--- src/rtl/uart_pkg.sv ---
// Shared UART receive definitions: frame geometry, field indices and the receiver state encoding.
package uart_pkg;

  localparam int UART_OVERSAMPLE   = 16;
  localparam int UART_FRAME_BITS   = 11;
  localparam int UART_SAMPLE_POINT = 7;

  // Field positions within a received frame (bit 0 arrives first).
  localparam int START_IDX  = 0;
  localparam int DATA_LSB   = 1;
  localparam int DATA_MSB   = 8;
  localparam int PARITY_IDX = 9;
  localparam int STOP_IDX   = 10;

  typedef enum logic {
    IDLE,
    RECEIVE
  } rx_state_t;

  function automatic logic [7:0] frame_byte(input logic [UART_FRAME_BITS-1:0] frame);
    return frame[DATA_MSB:DATA_LSB];
  endfunction

  function automatic logic frame_parity(input logic [UART_FRAME_BITS-1:0] frame);
    return frame[PARITY_IDX];
  endfunction

  function automatic logic frame_stop(input logic [UART_FRAME_BITS-1:0] frame);
    return frame[STOP_IDX];
  endfunction

endpackage

--- src/rtl/uart_sipo_rx_if.sv ---
// Serial line in / parallel frame out bundle of the UART receive deserializer.
// frame_err exists only when UART_SIPO_FRAME_ERR_EN is defined.
interface uart_sipo_rx_if #(
  parameter int FRAME_BITS = uart_pkg::UART_FRAME_BITS
);

  logic                  data_tx;
  logic                  active_flag;
  logic                  recieved_flag;
  logic [FRAME_BITS-1:0] data_parll;
`ifdef UART_SIPO_FRAME_ERR_EN
  logic                  frame_err;
`endif

`ifdef UART_SIPO_FRAME_ERR_EN
  modport master (
    output data_tx,
    input  active_flag,
    input  recieved_flag,
    input  data_parll,
    input  frame_err
  );

  modport slave (
    input  data_tx,
    output active_flag,
    output recieved_flag,
    output data_parll,
    output frame_err
  );
`else
  modport master (
    output data_tx,
    input  active_flag,
    input  recieved_flag,
    input  data_parll
  );

  modport slave (
    input  data_tx,
    output active_flag,
    output recieved_flag,
    output data_parll
  );
`endif

endinterface

--- src/rtl/uart_line_sync.sv ---
// Two-flop synchronizer bringing the asynchronous serial line into the baud_clk domain.
module uart_line_sync #(
  parameter logic RESET_VAL = 1'b1
) (
  input  logic baud_clk,
  input  logic reset_n,
  input  logic din,
  output logic dout
);

  logic meta_q;
  logic sync_q;

  // NOTE: non-blocking assignments let both flops sample their inputs from before the edge,
  // giving a true two-stage pipeline instead of a single flop.
  always_ff @(posedge baud_clk) begin
    if (reset_n) begin
      meta_q <= RESET_VAL;
      sync_q <= RESET_VAL;
    end else begin
      meta_q <= din;
      sync_q <= meta_q;
    end
  end

  assign dout = sync_q;

endmodule

--- src/rtl/uart_sipo_rx.sv ---
// UART receive deserializer: finds a start bit, samples one frame mid-bit and presents it in parallel.
// Optional stop-bit error output is enabled by defining UART_SIPO_FRAME_ERR_EN.
module uart_sipo_rx
  import uart_pkg::*;
#(
  parameter int OVERSAMPLE   = UART_OVERSAMPLE,
  parameter int FRAME_BITS   = UART_FRAME_BITS,
  parameter int SAMPLE_POINT = UART_SAMPLE_POINT
) (
  input logic           baud_clk,
  input logic           reset_n,
  uart_sipo_rx_if.slave bus
);

  localparam int TICK_W = $clog2(OVERSAMPLE);
  localparam int BIT_W  = $clog2(FRAME_BITS);

  logic line;

  uart_line_sync #(
    .RESET_VAL(1'b1)
  ) u_line_sync (
    .baud_clk(baud_clk),
    .reset_n (reset_n),
    .din     (bus.data_tx),
    .dout    (line)
  );

  rx_state_t             state_q,  state_d;
  logic [TICK_W-1:0]     tick_q,   tick_d;
  logic [BIT_W-1:0]      bit_q,    bit_d;
  logic [FRAME_BITS-2:0] shift_q,  shift_d;
  logic [FRAME_BITS-1:0] parll_q,  parll_d;
  logic                  active_q, active_d;
  logic                  rcvd_q,   rcvd_d;
`ifdef UART_SIPO_FRAME_ERR_EN
  logic                  ferr_q,   ferr_d;
`endif

  logic sample_now;
  logic tick_wrap;
  logic last_bit;
  logic start_bit;

  assign sample_now = (tick_q == TICK_W'(SAMPLE_POINT));
  assign tick_wrap  = (tick_q == TICK_W'(OVERSAMPLE - 1));
  assign last_bit   = (bit_q  == BIT_W'(FRAME_BITS - 1));
  assign start_bit  = (bit_q  == BIT_W'(START_IDX));

  always_comb begin
    // NOTE: every signal gets its hold value first so no path through the case leaves one
    // unassigned, which would otherwise infer a latch.
    state_d  = state_q;
    tick_d   = tick_q;
    bit_d    = bit_q;
    shift_d  = shift_q;
    parll_d  = parll_q;
    active_d = active_q;
    rcvd_d   = 1'b0;
`ifdef UART_SIPO_FRAME_ERR_EN
    ferr_d   = ferr_q;
`endif

    case (state_q)
      IDLE: begin
        if (!line) begin
          state_d  = RECEIVE;
          tick_d   = '0;
          bit_d    = '0;
          active_d = 1'b1;
        end
      end

      RECEIVE: begin
        tick_d = tick_wrap ? '0 : tick_q + 1'b1;
        if (tick_wrap) begin
          bit_d = bit_q + 1'b1;
        end

        if (sample_now) begin
          if (last_bit) begin
            // The stop bit goes straight to the output; the shift register only holds earlier bits.
            parll_d  = {line, shift_q};
            rcvd_d   = 1'b1;
            active_d = 1'b0;
            state_d  = IDLE;
`ifdef UART_SIPO_FRAME_ERR_EN
            ferr_d   = ~line;
`endif
          end else if (start_bit && line) begin
            // Line went back high by mid-start-bit: treat it as a glitch and drop the frame.
            active_d = 1'b0;
            state_d  = IDLE;
          end else begin
            shift_d[bit_q] = line;
          end
        end
      end

      default: begin
        state_d  = IDLE;
        active_d = 1'b0;
      end
    endcase
  end

  always_ff @(posedge baud_clk) begin
    if (reset_n) begin
      // NOTE: the shift register is reset to the idle-line pattern along with the control state,
      // so a frame cut short by reset can never leak partial bits into a later output.
      state_q  <= IDLE;
      tick_q   <= '0;
      bit_q    <= '0;
      shift_q  <= '1;
      parll_q  <= '1;
      active_q <= 1'b0;
      rcvd_q   <= 1'b0;
`ifdef UART_SIPO_FRAME_ERR_EN
      ferr_q   <= 1'b0;
`endif
    end else begin
      state_q  <= state_d;
      tick_q   <= tick_d;
      bit_q    <= bit_d;
      shift_q  <= shift_d;
      parll_q  <= parll_d;
      active_q <= active_d;
      rcvd_q   <= rcvd_d;
`ifdef UART_SIPO_FRAME_ERR_EN
      ferr_q   <= ferr_d;
`endif
    end
  end

  assign bus.active_flag   = active_q;
  assign bus.recieved_flag = rcvd_q;
  assign bus.data_parll    = parll_q;
`ifdef UART_SIPO_FRAME_ERR_EN
  assign bus.frame_err     = ferr_q;
`endif

endmodule

--- src/flat_wrapper.sv ---
// flat-port wrapper written by rule: the top's interface ports become plain ports
module uart_sipo_rx_flat import uart_pkg::*;
#(
  parameter int OVERSAMPLE   = UART_OVERSAMPLE,
  parameter int FRAME_BITS   = UART_FRAME_BITS,
  parameter int SAMPLE_POINT = UART_SAMPLE_POINT
)
  (baud_clk, reset_n, bus_data_tx, bus_active_flag, bus_recieved_flag, bus_data_parll);
  uart_sipo_rx_if #(.FRAME_BITS(FRAME_BITS)) bus_i ();
  input logic baud_clk;
  input logic reset_n;
  input wire logic [$bits(bus_i.data_tx)-1:0] bus_data_tx;
  output wire logic [$bits(bus_i.active_flag)-1:0] bus_active_flag;
  output wire logic [$bits(bus_i.recieved_flag)-1:0] bus_recieved_flag;
  output wire logic [$bits(bus_i.data_parll)-1:0] bus_data_parll;
  assign bus_i.data_tx = bus_data_tx;
  assign bus_active_flag = bus_i.active_flag;
  assign bus_recieved_flag = bus_i.recieved_flag;
  assign bus_data_parll = bus_i.data_parll;
  uart_sipo_rx #(.OVERSAMPLE(OVERSAMPLE), .FRAME_BITS(FRAME_BITS), .SAMPLE_POINT(SAMPLE_POINT)) u_core (.baud_clk(baud_clk), .reset_n(reset_n), .bus(bus_i));
endmodule
--- config.mk ---
export PLATFORM = sky130hd
export DESIGN_NAME = uart_sipo_rx_flat
export DESIGN_NICKNAME = d
export VERILOG_FILES = /design/src/rtl/uart_pkg.sv /design/src/rtl/uart_sipo_rx_if.sv /design/src/rtl/uart_line_sync.sv /design/src/rtl/uart_sipo_rx.sv /design/src/flat_wrapper.sv
export SDC_FILE = /design/constraint.sdc
export NUM_CORES = 1
export LEC_CHECK = 0
export ABC_AREA = 1
export ABC_CLOCK_PERIOD_IN_PS = 1600
export BUFFER_PORTS_ARGS = -buffer_cell sky130_fd_sc_hd__buf_2
export CAP_MARGIN = 0
export CORE_MARGIN = 2
export CORE_UTILIZATION = 55
export CTS_CLUSTER_DIAMETER = 120
export DETAILED_ROUTE_END_ITERATION = 8
export PLACE_DENSITY = 0.83
export SYNTH_ARGS = -nofsm -noshare
export SYNTH_HDL_FRONTEND = slang
export SYNTH_SLANG_ARGS = --single-unit
--- constraint.sdc ---
create_clock -name baud_clk -period 1.6 [get_ports baud_clk]
set_input_delay 0.08 -clock baud_clk [delete_from_list [all_inputs] [get_ports baud_clk]]
set_output_delay 0.08 -clock baud_clk [all_outputs]
set_load 0.05 [all_outputs]
-- Word level (Yosys, flattened, before mapping)
Index checks and enable logic that the tools add are counted.
- $add $sub $neg: 2
- $mul: 0
- divide/modulo/power cells: 0
- order comparisons: 2
- equality and inequality tests: 7
- shift-type cells: 0
- mux-type cells: 19
- bitwise logic cells: 4
- reductions and logical operators: 8
- operators with widths (operator ; count):
    case mux 4 bit (2 select lines) ; 2
    two-way mux 4 bit ; 3
    bitwise mux 10 bit ; 1
    two-way mux 1 bit ; 10
    adder 4 x 1 -> 4 bit, second input constant ; 2
    equality test 4 bit, second input constant ; 2
    inequality test 2 bit, second input constant ; 3
    AND reduction 3 bit ; 2
    < comparator 4 x 5 -> 1 bit, second input constant ; 1
    demux 1 bit (select 4 bit) ; 1
    equality test 4 x 3 -> 1 bit, second input constant ; 1
    >= comparator 4 x 1 -> 1 bit, second input constant ; 1
    logical NOT 4 bit ; 1
    NOT 1 bit ; 4
    case mux 1 bit (2 select lines) ; 2
    AND reduction 4 bit ; 1
    inequality test 3 bit, second input constant ; 1
    OR reduction 3 bit ; 1
    logical AND 1 bit ; 2
    AND reduction 2 bit ; 1
- register bits after elaboration: 34
- latch bits: 0
- RAM bits: 0
- memory bits (read-only): 0
- input port bits: 3
- output and inout bits: 13
- logic and storage cells: 51
- memories: 0

-- Logic depth before layout (Yosys ltp)
- word-level depth: 6
- depth in mapped cells: 9
- mapped depth without buffers: 8

-- By module
A second synthesis with hierarchy kept.
- cell total of the unflattened synthesis: 204
- area, all modules: 1527.7 um2
- by module, submodules not included (module ; instances ; cells each ; area each (um2) ; sequential area each (um2)):
    uart_sipo_rx ; 1 ; 197 ; 1468.9 ; 640.6
    uart_line_sync ; 1 ; 7 ; 58.8 ; 40.0

-- Least setup slack after synthesis
No wires, ideal clock.
- path kind: flip-flop to flip-flop
- from: reg u_core.bit_q[0]
- to: reg u_core.shift_q[0]
- setup time: 126 ps
- arrival time: 1303 ps
- data required time: 1474 ps
- path slack: 172 ps
- cell stages (with the launch flop): 10
- buffers on the path: 1
- clock period less this slack: 1428 ps
- path through: dfxtp_1 inv_1 ha_1 nand3_4 buf_8 nand2_4 nor2_4 nand2_1 nand2_1 nand2_1
- word-level cells in the longest chain between the ends: 5
- elaborated cells between the ends (all ways): 12
- those cells by class: order compare (2); eq/ne (1); mux (3); bitwise (2); reduce/logical (4)
- RTL lines (item ; RTL line ; RTL):
    from (decl) ; uart_sipo_rx.sv:31 ; logic [BIT_W-1:0] bit_q, bit_d;
    from (signal assigned) ; uart_sipo_rx.sv:124 ; bit_q <= bit_d;
    < comparator 4 x 5 -> 1 bit (implied by the code) / >= comparator 4 x 1 -> 1 bit (equally long branches) ; uart_sipo_rx.sv:95 ; shift_d[bit_q] = line;
    logical AND 1 bit (implied by the code) ; uart_sipo_rx.sv:95 ;
    two-way mux 1 bit (implied by the code) ; uart_sipo_rx.sv:95 ;
    demux 1 bit (select 4 bit) ; -- ;
    bitwise mux 10 bit ; uart_sipo_rx.sv:95 ;
    to (signal assigned) ; uart_sipo_rx.sv:125 ; shift_q <= shift_d;
    to (decl) ; uart_sipo_rx.sv:32 ; logic [FRAME_BITS-2:0] shift_q, shift_d;
Several ways; a longest one is shown, not always the timed one.
A chain may end at the register's enable or synchronous reset.

-- Final worst setup path
- from: reg u_core.bit_q[1]
- to: reg u_core.shift_q[4]
Same word-level chain as after synthesis.

==> Implementation_results.wiki <==
{| class="wikitable"
! Metric !! Value
|-
| Result of the run || finished clean
|-
| Tot GR Track Use || between 15 and 20%
|-
| Flop and latch count out of synthesis || 34
|-
| FF+latch area || 680.7 sq um
|-
| Die width || 57.03 um
|-
| Crit Path Max Fanout || 10
|-
| Detailed-router iteration count before antenna repair || 4
|-
| Final Skew || between 7 and 8 ps
|-
| Fill cell count || between 200 and 300
|-
| Max-slew headroom at the worst pin || 72.14%
|-
| Number of maximum-capacitance constraint violations || 0
|-
| Total detailed-routing wirelength || 2738 um
|-
| Number of enable-type register cells in the synthesized netlist || 0
|-
| Mean Syn Cell Area || 7.850 sq um
|-
| Number of cells on the worst hold path || 2
|-
| Ratio of cells with drive above 1 in the final layout || 19.63%
|-
| Worst setup path class || flip-flop to flip-flop
|-
| Critical path startpoint category || flip-flop
|-
| Hold worst-path end || u_core.tick_q[3]
|-
| Number of clock sinks || 34
|-
| Starting Density || 57.06%
|-
| Number of resized instances in the post-cts repair step || 0
|-
| Arrival time worst endpoint || between 1500 and 2000 ps
|-
| RSZ-0062 raised after global routing || no
|-
| Port Buf Inserts || 15
|-
| Maximum number of pins on one net before global-route repair || 16
|-
| Fraction of the cycle the final worst path needs || approximately 90%
|-
| CTS buffer count || 5
|-
| Reg-to-reg slack, setup || 120 ps
|-
| Cell Count Post-Placement || 240
|-
| Floorplan Core Area || 2710 sq um
|-
| Ranking of synthesized cells by area || sky130_fd_sc_hd__dfxtp_1, sky130_fd_sc_hd__nand2_1, sky130_fd_sc_hd__nand3_1
|-
| Wire length of the first global-routing pass || between 4000 and 5000 um
|-
| Clock slew at the register clock pins of the worst setup and hold paths || around 100 ps
|-
| Critical R2R Launch || u_core.bit_q[1]
|-
| Dominant cell type by area after synthesis || sky130_fd_sc_hd__dfxtp_1
|-
| Cell area after layout || 1730 sq um
|-
| Ant diodes || 0
|-
| Slew of the pin with the lowest slew margin || 417.5 ps
|-
| Count of different cell masters after synthesis || 26
|-
| Number of cells on the worst reg-to-reg path || 7
|-
| Async set or reset register ratio after synthesis || 0%
|-
| Maximum vdd drop || 0.6769 mV
|-
| Cell Area, Synth || 1546 sq um
|-
| Power density of the placed cells || 856.2 nW/um^2
|-
| Signed area change from the synthesized netlist to the final layout || 11.89%
|-
| CTS root buf || sky130_fd_sc_hd__clkbuf_4
|-
| Maximum level of the CTS H-tree || 2
|-
| Number of buffers on the longest clock path || 2
|-
| Setup TNS after final layout || 0 ps
|-
| Final-report max-slew violation count || 0
|-
| Initial DRC Count || 50
|-
| Yosys warning total || 0
|-
| Count of nets left with antenna violations after detail routing || 0
|-
| Detail-routed net length per standard cell || 10.95 um
|-
| Worst path required time || 1870 ps
|-
| Ys flop type || sky130_fd_sc_hd__dfxtp_1
|-
| Overall via count from detail_route || 1290
|-
| Number of hold violations in the final report || 0
|-
| CTS tree || done
|-
| Gate count after technology mapping || 197
|-
| Top-level port count || 16
|-
| Height of the die || 57.03 um
|-
| Per-cell via count in the routed design || 5.160
|-
| Insertion delay of the later-clocked pin in the worst-skew pair || 330 ps
|-
| Net count of the mapped netlist || 205
|-
| Num rows || 19
|-
| Capture point of the worst reg-to-reg path || u_core.shift_q[4]
|-
| Vias in the first global route || 1128
|-
| Commonest cells in the netlist || sky130_fd_sc_hd__nand2_1, sky130_fd_sc_hd__dfxtp_1, sky130_fd_sc_hd__nand3_1
|-
| Most frequent cell after synthesis || sky130_fd_sc_hd__nand2_1
|-
| Setup fix buffers added after clock tree synthesis || 0
|-
| Leakage power of the design || between 0.0007 and 0.0008 uW
|-
| Standard cell area after detailed placement || 1635 sq um
|-
| Non-Filler Instances || 250
|-
| Endpoint class of the critical path || flip-flop
|-
| Post-detailed-route DRC marker count || 0
|-
| DPL Wire Length || 1984 um
|-
| Peak Freq || 677.6 MHz
|-
| Top cell type's share of synthesized area || 44.01%
|-
| Proportion of synthesized chip area in sequential cells || 44.01%
|-
| Weighted congestion reported at the end of routability-driven placement || 0.8653
|-
| Antenna violations before repair || 0
|-
| Area used by multi-input combinational logic || 757.0 sq um
|-
| Worst Hold Class || input pin to flip-flop
|-
| Total global routing overflow || 0
|-
| Number of failing setup endpoints in the final timing report || 0
|-
| Post-layout min period || 1476 ps
|-
| Start point of the worst min-delay path || reset_n
|-
| Number of nets at the end of the flow || 226
|-
| Die Outline Area || 3252 sq um
|}
[state kept, by name, summed over array words and instances (netlist names)]
name / cells
u_core.bus.data_parll: 11
u_core.shift_q: 10
u_core.bit_q: 4
u_core.tick_q: 4
u_core.bus.active_flag: 1
u_core.bus.recieved_flag: 1
u_core.state_q: 1
u_core.u_line_sync.dout: 1
u_core.u_line_sync.meta_q: 1
[logic make-up after synthesis]
| family | share of synthesized area (%) |
|---|---|
| AO/OA/AOI/OAI | 3.480 |
| XOR/XNOR | 1.133 |
| adder cells (fa/ha/maj) | 4.045 |
| buffers and inverters | 7.443 |
| flip-flops | 44.01 |
| AND/OR/NAND/NOR | 39.89 |
[power breakdown]
part	total [uW]	switching [uW]	leakage [uW]	internal, uW
logic	52.1	36.6	0.000453	15.5
registers	859	5.79	0.000276	853
clock network	571	271	0.0000446	300
total	1480	313	0.000773	1170
[how the worst max path moves through the flow]
stage                    startpoint  slack (ps)  depth (start not counted)                       end
global placement    u_core.bit_q[1]         210                          8         u_core.shift_q[0]
floorplan           u_core.bit_q[0]         170                          9         u_core.shift_q[0]
CTS                 u_core.bit_q[1]         140                          8         u_core.shift_q[0]
detailed placement  u_core.bit_q[1]         160                          8         u_core.shift_q[0]
global route        u_core.bit_q[1]          20                          6  u_core.bus.data_parll[6]
finish              u_core.bit_q[1]         120                          7         u_core.shift_q[4]
[metal layers]
metal,vias up,global-route usage [%],wire [um]
met5,-,0,0
met4,0,8.970,52
met3,7,4.082,126
met2,31,29.06,1282
met1,565,23.21,1277
li1,687,-,-
[worst max-delay path, stage by stage, from the launching register on]
cell,delay (ps)
sky130_fd_sc_hd__dfxtp_1,420
sky130_fd_sc_hd__inv_1,90
sky130_fd_sc_hd__ha_1,220
sky130_fd_sc_hd__nand3_2,200
sky130_fd_sc_hd__nand2_4,100
sky130_fd_sc_hd__nor2_2,220
sky130_fd_sc_hd__nand3_1,110
sky130_fd_sc_hd__nand3_1,80
[layout by cell type, fill, tap and decap left out]
master / instances
sky130_fd_sc_hd__ha_1: 5
sky130_fd_sc_hd__or2_2: 3
sky130_fd_sc_hd__a211oi_1: 1
sky130_fd_sc_hd__nand3_4: 1
sky130_fd_sc_hd__inv_1: 14
sky130_fd_sc_hd__dfxtp_1: 34
sky130_fd_sc_hd__xor2_1: 2
sky130_fd_sc_hd__clkbuf_4: 5
sky130_fd_sc_hd__nor2_1: 15
sky130_fd_sc_hd__buf_4: 4
sky130_fd_sc_hd__nand4_1: 9
sky130_fd_sc_hd__nor2_2: 2
sky130_fd_sc_hd__nor2_4: 2
sky130_fd_sc_hd__nand2_2: 1
sky130_fd_sc_hd__nor3_4: 1
sky130_fd_sc_hd__nand3_1: 33
sky130_fd_sc_hd__nand2_1: 53
sky130_fd_sc_hd__dlygate4sd3_1: 1
sky130_fd_sc_hd__nand2_4: 2
sky130_fd_sc_hd__buf_2: 15
sky130_fd_sc_hd__o21ai_0: 2
sky130_fd_sc_hd__inv_2: 2
sky130_fd_sc_hd__a31oi_1: 1
sky130_fd_sc_hd__nor2_8: 1
sky130_fd_sc_hd__clkbuf_8: 3
sky130_fd_sc_hd__a21oi_1: 6
sky130_fd_sc_hd__nand3_2: 1
[metrics by stage]
step	hold WS, ps	power, uW	utilization (%)	setup slack, ps
after floorplan	183.8	914.8	-	171.5
after global placement	269.5	927.4	60.34	213.2
after detailed placement	267.3	928.4	60.34	155.7
after CTS	14.78	1497	63.62	137.4
after global routing	26.85	1537	63.85	20.46
final	19.47	1482	63.85	124.2
[cell type report]
cell class	count	share of cell area [%]
flip-flops and latches	34	39.33
well taps	31	2.242
inverters	16	3.471
clock buffers	8	4.555
multi-input cells	141	43.75
repair buffers	20	6.652
[timing repair]
| action | in CTS | in global routing |
|---|---|---|
| hold endpoints to repair | 1 | 0 |
| hold buffers | 1 | 0 |
| setup endpoints to repair | 0 | 1 |
Note: power is estimated with default switching activity, not from simulation.
